File: src/rtl/btn_debounce_pkg.sv
// Shared types and defaults for the push-button debouncer.
// Build with BTN_AUTOREPEAT_EN defined to enable auto-repeat on long presses.
package btn_pkg;

    typedef enum logic [1:0] {
        IDLE      = 2'd0,
        PRESS_CHK = 2'd1,
        PRESSED   = 2'd2,
        REL_CHK   = 2'd3
    } btn_state_t;

    localparam int DEF_DEB_CYCLES = 500000;
    localparam int DEF_RPT_DELAY  = 25000000;
    localparam int DEF_RPT_PERIOD = 5000000;
    localparam int DEF_CNT_W      = 25;

    // The button counts as held until the release has been qualified.
    function automatic logic is_held(input btn_state_t s);
        return (s == PRESSED) || (s == REL_CHK);
    endfunction

endpackage

File: src/rtl/btn_debounce_sync_2ff.sv
// Two-flop synchronizer for a single asynchronous input bit.
// RST_VAL sets the value both flops take while i_Rst is high.
module sync_2ff #(
    parameter logic RST_VAL = 1'b1
) (
    input  logic i_Clk,
    input  logic i_Rst,
    input  logic i_D,
    output logic o_Q
);

    logic r_meta;
    logic r_sync;

    always_ff @(posedge i_Clk or posedge i_Rst) begin
        if (i_Rst) begin
            r_meta <= RST_VAL;
            r_sync <= RST_VAL;
        end else begin
            r_meta <= i_D;
            r_sync <= r_meta;
        end
    end

    assign o_Q = r_sync;

endmodule

File: src/rtl/btn_debounce.sv
// Active-low push-button debouncer: synchronizer, 4-state qualify FSM, press strobe.
// Defining BTN_AUTOREPEAT_EN adds a repeat timer that re-strobes while held.
module btn_debounce
    import btn_pkg::*;
#(
    parameter int DEB_CYCLES = DEF_DEB_CYCLES,
    parameter int RPT_DELAY  = DEF_RPT_DELAY,
    parameter int RPT_PERIOD = DEF_RPT_PERIOD,
    parameter int CNT_W      = DEF_CNT_W
) (
    input  logic i_Clk,
    input  logic i_Rst,
    input  logic i_Btn,
    output logic o_Push,
    output logic o_Pulse,
    output logic o_Held
);

    localparam logic [CNT_W-1:0] DEB_LAST = CNT_W'(DEB_CYCLES - 1);
    localparam longint CNT_CAP = (longint'(1) << CNT_W) - 1;

    if (DEB_CYCLES < 1 || RPT_DELAY < 1 || RPT_PERIOD < 1 ||
        longint'(DEB_CYCLES) > CNT_CAP || longint'(RPT_DELAY) > CNT_CAP ||
        longint'(RPT_PERIOD) > CNT_CAP) begin : g_bad_cfg
        $error("btn_debounce: timing parameters must be >= 1 and fit in CNT_W bits");
    end

    logic             w_btn_s;
    btn_state_t       r_state;
    btn_state_t       w_state_next;
    logic [CNT_W-1:0] r_deb_cnt;
    logic [CNT_W-1:0] w_deb_cnt_next;
    logic [CNT_W-1:0] w_deb_inc;
    logic             r_Push;
    logic             r_Pulse;
    logic             w_push_next;
    logic             w_pulse_next;
    logic             w_rpt_evt;

    sync_2ff #(
        .RST_VAL (1'b1)
    ) u_sync (
        .i_Clk (i_Clk),
        .i_Rst (i_Rst),
        .i_D   (i_Btn),
        .o_Q   (w_btn_s)
    );

    assign w_deb_inc = (r_deb_cnt == '1) ? r_deb_cnt : r_deb_cnt + 1'b1;

`ifdef BTN_AUTOREPEAT_EN
    localparam logic [CNT_W-1:0] RPT_DELAY_LAST  = CNT_W'(RPT_DELAY - 1);
    localparam logic [CNT_W-1:0] RPT_PERIOD_LAST = CNT_W'(RPT_PERIOD - 1);

    logic [CNT_W-1:0] r_rpt_cnt;
    logic             r_rpt_first;
    logic             w_rpt_restart;
    logic [CNT_W-1:0] w_rpt_limit;

    // Any entry into PRESSED, including a rejected release bounce, restarts the delay.
    assign w_rpt_restart = (w_state_next == PRESSED) && (r_state != PRESSED);
    assign w_rpt_limit   = r_rpt_first ? RPT_DELAY_LAST : RPT_PERIOD_LAST;
    assign w_rpt_evt     = (r_state == PRESSED) && !w_btn_s && (r_rpt_cnt >= w_rpt_limit);

    always_ff @(posedge i_Clk or posedge i_Rst) begin
        if (i_Rst) begin
            r_rpt_cnt   <= '0;
            r_rpt_first <= 1'b1;
        end else if (w_rpt_restart) begin
            r_rpt_cnt   <= '0;
            r_rpt_first <= 1'b1;
        end else if (w_rpt_evt) begin
            r_rpt_cnt   <= '0;
            r_rpt_first <= 1'b0;
        end else if (r_state == PRESSED && r_rpt_cnt != '1) begin
            r_rpt_cnt   <= r_rpt_cnt + 1'b1;
        end
    end
`else
    assign w_rpt_evt = 1'b0;
`endif

    always_comb begin
        w_state_next   = r_state;
        w_deb_cnt_next = w_deb_inc;
        w_pulse_next   = 1'b0;
        case (r_state)
            IDLE: begin
                w_deb_cnt_next = '0;
                if (!w_btn_s) begin
                    w_state_next = PRESS_CHK;
                end
            end
            PRESS_CHK: begin
                if (w_btn_s) begin
                    w_state_next   = IDLE;
                    w_deb_cnt_next = '0;
                end else if (r_deb_cnt >= DEB_LAST) begin
                    w_state_next   = PRESSED;
                    w_deb_cnt_next = '0;
                    w_pulse_next   = 1'b1;
                end
            end
            PRESSED: begin
                w_deb_cnt_next = '0;
                if (w_btn_s) begin
                    w_state_next = REL_CHK;
                end else begin
                    w_pulse_next = w_rpt_evt;
                end
            end
            REL_CHK: begin
                if (!w_btn_s) begin
                    w_state_next   = PRESSED;
                    w_deb_cnt_next = '0;
                end else if (r_deb_cnt >= DEB_LAST) begin
                    w_state_next   = IDLE;
                    w_deb_cnt_next = '0;
                end
            end
            default: begin
                w_state_next   = IDLE;
                w_deb_cnt_next = '0;
            end
        endcase
        // A repeat lifts o_Push for one cycle so downstream logic sees a new falling edge.
        w_push_next = !is_held(w_state_next) || w_rpt_evt;
    end

    always_ff @(posedge i_Clk or posedge i_Rst) begin
        if (i_Rst) begin
            r_state   <= IDLE;
            r_deb_cnt <= '0;
            r_Push    <= 1'b1;
            r_Pulse   <= 1'b0;
        end else begin
            r_state   <= w_state_next;
            r_deb_cnt <= w_deb_cnt_next;
            r_Push    <= w_push_next;
            r_Pulse   <= w_pulse_next;
        end
    end

    assign o_Push  = r_Push;
    assign o_Pulse = r_Pulse;
    assign o_Held  = is_held(r_state);

endmodule

File: config.mk
export PLATFORM = sky130hd
export DESIGN_NAME = btn_debounce
export DESIGN_NICKNAME = d
export VERILOG_FILES = /design/src/rtl/btn_debounce_pkg.sv /design/src/rtl/btn_debounce_sync_2ff.sv /design/src/rtl/btn_debounce.sv
export SDC_FILE = /design/constraint.sdc
export NUM_CORES = 1
export LEC_CHECK = 0
export CORE_MARGIN = 2
export CORE_UTILIZATION = 62
export CTS_BUF_LIST = sky130_fd_sc_hd__clkbuf_8
export CTS_CLUSTER_SIZE = 24
export DETAILED_ROUTE_END_ITERATION = 7
export GPL_TIMING_DRIVEN = 0
export PLACE_DENSITY = 0.83
export RECOVER_POWER = 100
export SLEW_MARGIN = 20
export SYNTH_ARGS = -nofsm -noshare
export SYNTH_HDL_FRONTEND = slang
export SYNTH_SLANG_ARGS = --single-unit
export TNS_END_PERCENT = 100
File: constraint.sdc
create_clock -name i_Clk -period 2.5 [get_ports i_Clk]
set_input_delay 0.375 -clock i_Clk [delete_from_list [all_inputs] [get_ports i_Clk]]
set_output_delay 0.375 -clock i_Clk [all_outputs]
set_load 0.005 [all_outputs]
After elaboration in Yosys (flattened, before gate mapping)

Index checks and enable logic that the tools add are counted.

Word-level logic and storage cells: 34
Output and inout port bits: 3
Input bits: 3
Register bits after elaboration: 31

Eq/ne operators: 6
Order comparisons: 1
Multiplexer cells: 15
Reductions and logical operators: 5
Add/sub/neg operators: 1

Operators with widths:

| cell                                                   | count |
|---|---|
| 2-to-1 mux 25 bit                                      | 4 |
| case mux 25 bit (3 select lines)                       | 1 |
| adder 25 x 1 -> 25 bit (second input constant)         | 1 |
| == test 25 bit (second input constant)                 | 1 |
| >= comparator 25 x 19 -> 1 bit (second input constant) | 1 |
| 2-to-1 mux 2 bit                                       | 6 |
| == test 2 bit (second input constant)                  | 4 |
| case mux 2 bit (4 select lines)                        | 1 |
| 2-to-1 mux 1 bit                                       | 3 |
| == test 2 x 1 -> 1 bit (second input constant)         | 1 |
| zero test 2 bit                                        | 1 |
| logical OR 1 bit                                       | 2 |
| OR reduction 2 bit                                     | 1 |
| zero test 1 bit                                        | 1 |

Longest topological paths before layout

Gate-level depths: netlist of the first run.

Depth in word-level cells: 7
Mapped depth: 9
Depth with buffers taken out: 6

By module

Synthesis of the first run repeated with hierarchy kept, for this count alone.

Cells, all modules: 143
Area total of the unflattened synthesis: 1546.5 sq um

Modules (own cells, without submodules):

| module       | sequential area each (sq um) | area an instance (sq um) | instances | cells an instance |
|---|---|---|---|---|
| btn_debounce | 726.9                        | 1490.2                   | 1         | 140 |
| sync_2ff     | 52.6                         | 56.3                     | 1         | 3 |

Worst setup path before layout of the first run

OpenSTA, ideal clock, no wires.

Path kind: register to register
Start: reg r_deb_cnt[0]
End: reg r_deb_cnt[2]
Buffers on the path: 3
Stages on the path, launching flop included: 10
Path slack: 455 ps
Period minus slack after synthesis: 2045 ps
Setup time: 70 ps
Arrival: 1975 ps
Data required time: 2430 ps
Cells stage by stage: dfrtp_1 ha_1 and4_1 buf_2 nor4_1 a2111oi_0 or3_1 buf_6 buf_12 nor2_4

Word-level cells in the longest chain between the ends: 5
Elaborated cells on any way between the ends: 8
Classes of those cells: add/sub: 1; order compare: 1; eq/ne: 1; mux: 5

Ends and longest elaborated chain:

| what                                                            | RTL line                                | text |
|---|---|---|
| start, declared                                                 | btn_debounce.sv:31                      | `logic [CNT_W-1:0] r_deb_cnt;` |
| start signal, assigned                                          | btn_debounce.sv:138                     | `r_deb_cnt <= w_deb_cnt_next;` |
| adder 25 x 1 -> 25 bit / == test 25 bit (equally long branches) | btn_debounce.sv:49                      | `assign w_deb_inc = (r_deb_cnt == '1) ? r_deb_cnt : r_deb_cnt + 1'b1;` |
| 2-to-1 mux 25 bit                                               | btn_debounce.sv:49                      |  |
| 2-to-1 mux 25 bit (*)                                           | btn_debounce.sv:98, btn_debounce.sv:116 |  |
| 2-to-1 mux 25 bit, on equally long branches                     | btn_debounce.sv:113, btn_debounce.sv:95 |  |
| case mux 25 bit (3 select lines) (*)                            | btn_debounce.sv:87                      | `case (r_state)` |
| via w_deb_cnt_next[2]                                           | btn_debounce.sv:32                      | `logic [CNT_W-1:0] w_deb_cnt_next;` |

The timed path passes the listed nets; every way through them passes the cells marked *.

Final worst setup path of the first run

Ends and elaborated chain as after synthesis.

==> implementation parameters, run 1 <==
Parameter                              Value

Status
  Run status    finished, final reports clean

Timing
  Maximum clock rate    around 430 MHz
  Slew at the pin with the worst max-slew slack    approximately 1.2 ns
  Total setup violations reported at the end of the flow    0
  Worst clock skew    a little over 0.005 ns
  Setup WS post-layout    ~0.19 ns
  RSZ-0062 raised after global routing    false
  Share of the clock period used by the worst path    0.9233
  Number of max-slew violations in the final report    0
  Worst hold slack across all endpoints    0.3559 ns
  Min Clock Period, post-route    about 2.3 ns
  Hold Fails Final Rpt    0
  Post-route setup TNS    0 ns
  Slew headroom    0.2310

Global route
  Via count of the first global-routing pass    ~1100
  M2 GR Usage    0.4207
  Met3 usage    0.05833
  Most heavily used metal layer in global routing    met2
  Maximum number of pins on one net before global-route repair    32
  Overflow after GRT    0
  Wire length of the first global-routing pass    ~4700 um
  Number of antenna violations at the first check in global routing    0
  M1 GR Usage    0.2636
  GRT Resource Usage Total    0.2322

Synth
  Register bit total from synthesis    31
  Count of warnings emitted by yosys    0
  Average cell area after synthesis    about 11 um2
  Sequential element share of the synthesized area    0.5053
  Cell count after synthesis    about 140
  Yosys cell types    40
  Mapped Area    ~1500 um2

Routing
  First-pass detailed-route iteration total    4
  Count of antenna-violating nets left after detailed routing    0
  Via/cell ratio    5.916
  Total vias in the final route    approximately 1100
  Routed WL per cell    between 15 and 20 um
  Starting DRT DRC Count    40
  Final Routed Wirelength    approximately 2900 um
  Residual DRC    0

Critical path
  Highest cell delay on the worst timing path    between 0.4 and 0.5 ns
  Worst Path Required    between 2 and 3 ns
  Worst path cell trace    ha_1 -> and4_1 -> buf_2 -> nor4_1 -> a2111oi_0 -> or3_1 -> buf_6 -> buf_12 -> nor2_1
  Combined buffer and inverter count along the critical path    3
  CP delay by family, top    simple AND/OR/NAND/NOR gates
  Crit path max fanout    10
  Data arrival time at the worst-slack endpoint    2.52 ns
  Slowest library cell on the worst path    or3_1
  Startpoint type of the worst setup path    register
  Setup slack on the worst flop-to-flop path    0.19 ns
  Endpoint kind of the worst setup timing path    register
  Kind of critical path    reg -> reg

CTS
  CTS tree    done
  Count of instances resized after the clock tree is built    0
  Number of buffers added by the clock tree synthesis step    5
  Buffer type at the clock tree root    clkbuf_8
  Quantity of hold-fixing buffers added after cts    0
  Post-CTS setup repair buffer count    0
  CTS clock-pin slew for the worst setup and hold paths    approximately 0.070 ns
  Latest clock arrival within the worst-skew pair    around 0.28 ns
  Clk sinks    31
  Worst-case clock buffer depth    2
  CTS HTree Levels    2

Power and ir drop
  Worst vdd ir    a little under 0.0009 V
  Pwr dens    about 720 nW/um2
  Leakage Power    0.6854 nW

Placed design
  Count of input and output buffers    5
  Sum of net half-perimeters after detailed placement    about 2000 um
  Setup WS pre-CTS    around 0.25 ns
  Number of cells in the design after placement    around 180
  Last weighted congestion value of the routability-driven placer    slightly above 0.8

Floorplanning
  Die X    53.88 um
  Number of top-level pins    6
  Area of the core    2410 um2
  Die height    53.88 um
  Cell Rows    18
  Starting utilization of the core area    0.6402
  Die Footprint    between 2000 and 3000 um2

Flow run
  Reported max-cap violation count    0

Finish
  Utilization after layout    0.7144
  Non-filler instance count after layout    between 150 and 200
  Syn-to-layout area delta    11.60%
  Final Net Count    163
  Ant diodes    0
  Layout cells sized above 1    0.1375

Hold path
  Worst min-delay path category    reg -> reg
==> cells in the mapped netlist (all sizes together) <==
cell	instances	area (um2)
o31ai	2	15.01
mux2	1	11.26
inv	3	11.26
a31oi	1	6.260
buf	4	41.29
o21ba	1	10.01
nand4	3	18.77
nand2	14	52.55
o311ai	1	8.760
mux2i	2	20.02
a2111oi	1	8.760
ha	1	12.51
a21oi	9	45.04
xor2	3	26.28
or3	8	50.05
o21ai	8	40.03
clkbuf	2	7.510
dfstp	3	78.83
nor2	12	120.1
or2	1	6.260
xnor2	7	61.31
a211oi	2	15.01
and4	3	27.53
nor4	3	25.02
or4	3	22.52
nand3	4	20.02
a311oi	2	17.52
dfrtp	28	700.7
a31o	1	8.760
conb	1	3.750
and2	4	25.02
nor3	2	10.01
and3	1	6.260
nand4b	1	8.760
==> registers in the layout (all words and copies together) (netlist names) <==
register / cells
u_sync.r_meta: 1
u_sync.o_Q: 1
r_state: 2
o_Pulse: 1
r_deb_cnt: 25
o_Push: 1
==> worst register-to-register path, cell delays in order, from the launching register on <==
cell	delay, ns
dfrtp_1	0.40
ha_1	0.25
and4_1	0.22
buf_2	0.17
nor4_1	0.20
a2111oi_0	0.17
or3_1	0.42
buf_6	0.17
buf_12	0.14
nor2_1	0.11
==> per-stage QoR <==
stage,instance area [um2],total power [mW]
finish,1722,1.248
global route,1722,1.292
CTS,1782,1.271
detailed placement,1649,0.6946
global placement,1649,0.6889
floorplan,1562,0.6374
==> cell usage in the layout (no fill, tap or decap), types with 4 or more instances in the layout <==
cell type      instances
dfrtp_1               28
nand2_1               14
nor2_1                10
a21oi_1                9
or3_1                  8
xnor2_1                7
o21ai_0                7
conb_1                 6
clkbuf_8               5
dlygate4sd3_1          5
nand3_1                4
inv_1                  4
==> routing by layer <==
metal  vias to the layer above  part of all wire
met3                         6             0.039
met5                         -                 0
met4                         0             0.013
li1                        539                 -
met2                        27              0.53
met1                       552              0.42
==> final cells by class <==
class                   count  area [um2]
plain buffers               6       48.80
flip-flops and latches     31       779.5
clock buffers               5       68.82
clock inverters             3       63.81
fillers                   184       688.2
multi-input cells         107       661.9
inverters                   3       11.26
repair buffers              5       50.05
well taps                  30       37.54
==> where the power goes <==
part / switching [mW] / internal, mW / total, mW
registers: 0.0193 / 0.543 / 0.563
logic: 0.0511 / 0.0610 / 0.112
clock network: 0.179 / 0.394 / 0.573
total: 0.250 / 0.998 / 1.25
==> worst paths after layout <==
| check | to | depth (start not counted) | start |
|---|---|---|---|
| max reg2reg | r_deb_cnt[2]$_DFF_PP0_ | 9 | r_deb_cnt[0]$_DFF_PP0_ |
| min in group asynchronous | r_state[1]$_DFF_PP0_ | 2 | i_Rst |
| max in group asynchronous | r_deb_cnt[16]$_DFF_PP0_ | 2 | i_Rst |
| max | r_deb_cnt[2]$_DFF_PP0_ | 9 | r_deb_cnt[0]$_DFF_PP0_ |
| min reg2reg | u_sync.o_Q$_DFF_PP1_ | 0 | u_sync.r_meta$_DFF_PP1_ |
| min | u_sync.o_Q$_DFF_PP1_ | 0 | u_sync.r_meta$_DFF_PP1_ |
==> kinds of logic after synthesis <==
family                   after synthesis  share of synthesized area
multiplexers                           3                    0.02028
XOR/XNOR                              10                    0.05678
flip-flops                            31                     0.5053
other                                  1                   0.002431
adder cells (fa/ha/maj)                1                   0.008109
buffers and inverters                  9                    0.03893
AO/OA/AOI/OAI                         28                     0.1135
AND/OR/NAND/NOR                       59                     0.2547
(Power assumes the default switching activity.)
==> run 2: changes to the inputs <==
CAP_MARGIN = 15   (was default)
==> results of run 2 <==
The final DEF is identical to that of run 1; final timing and power are the same.
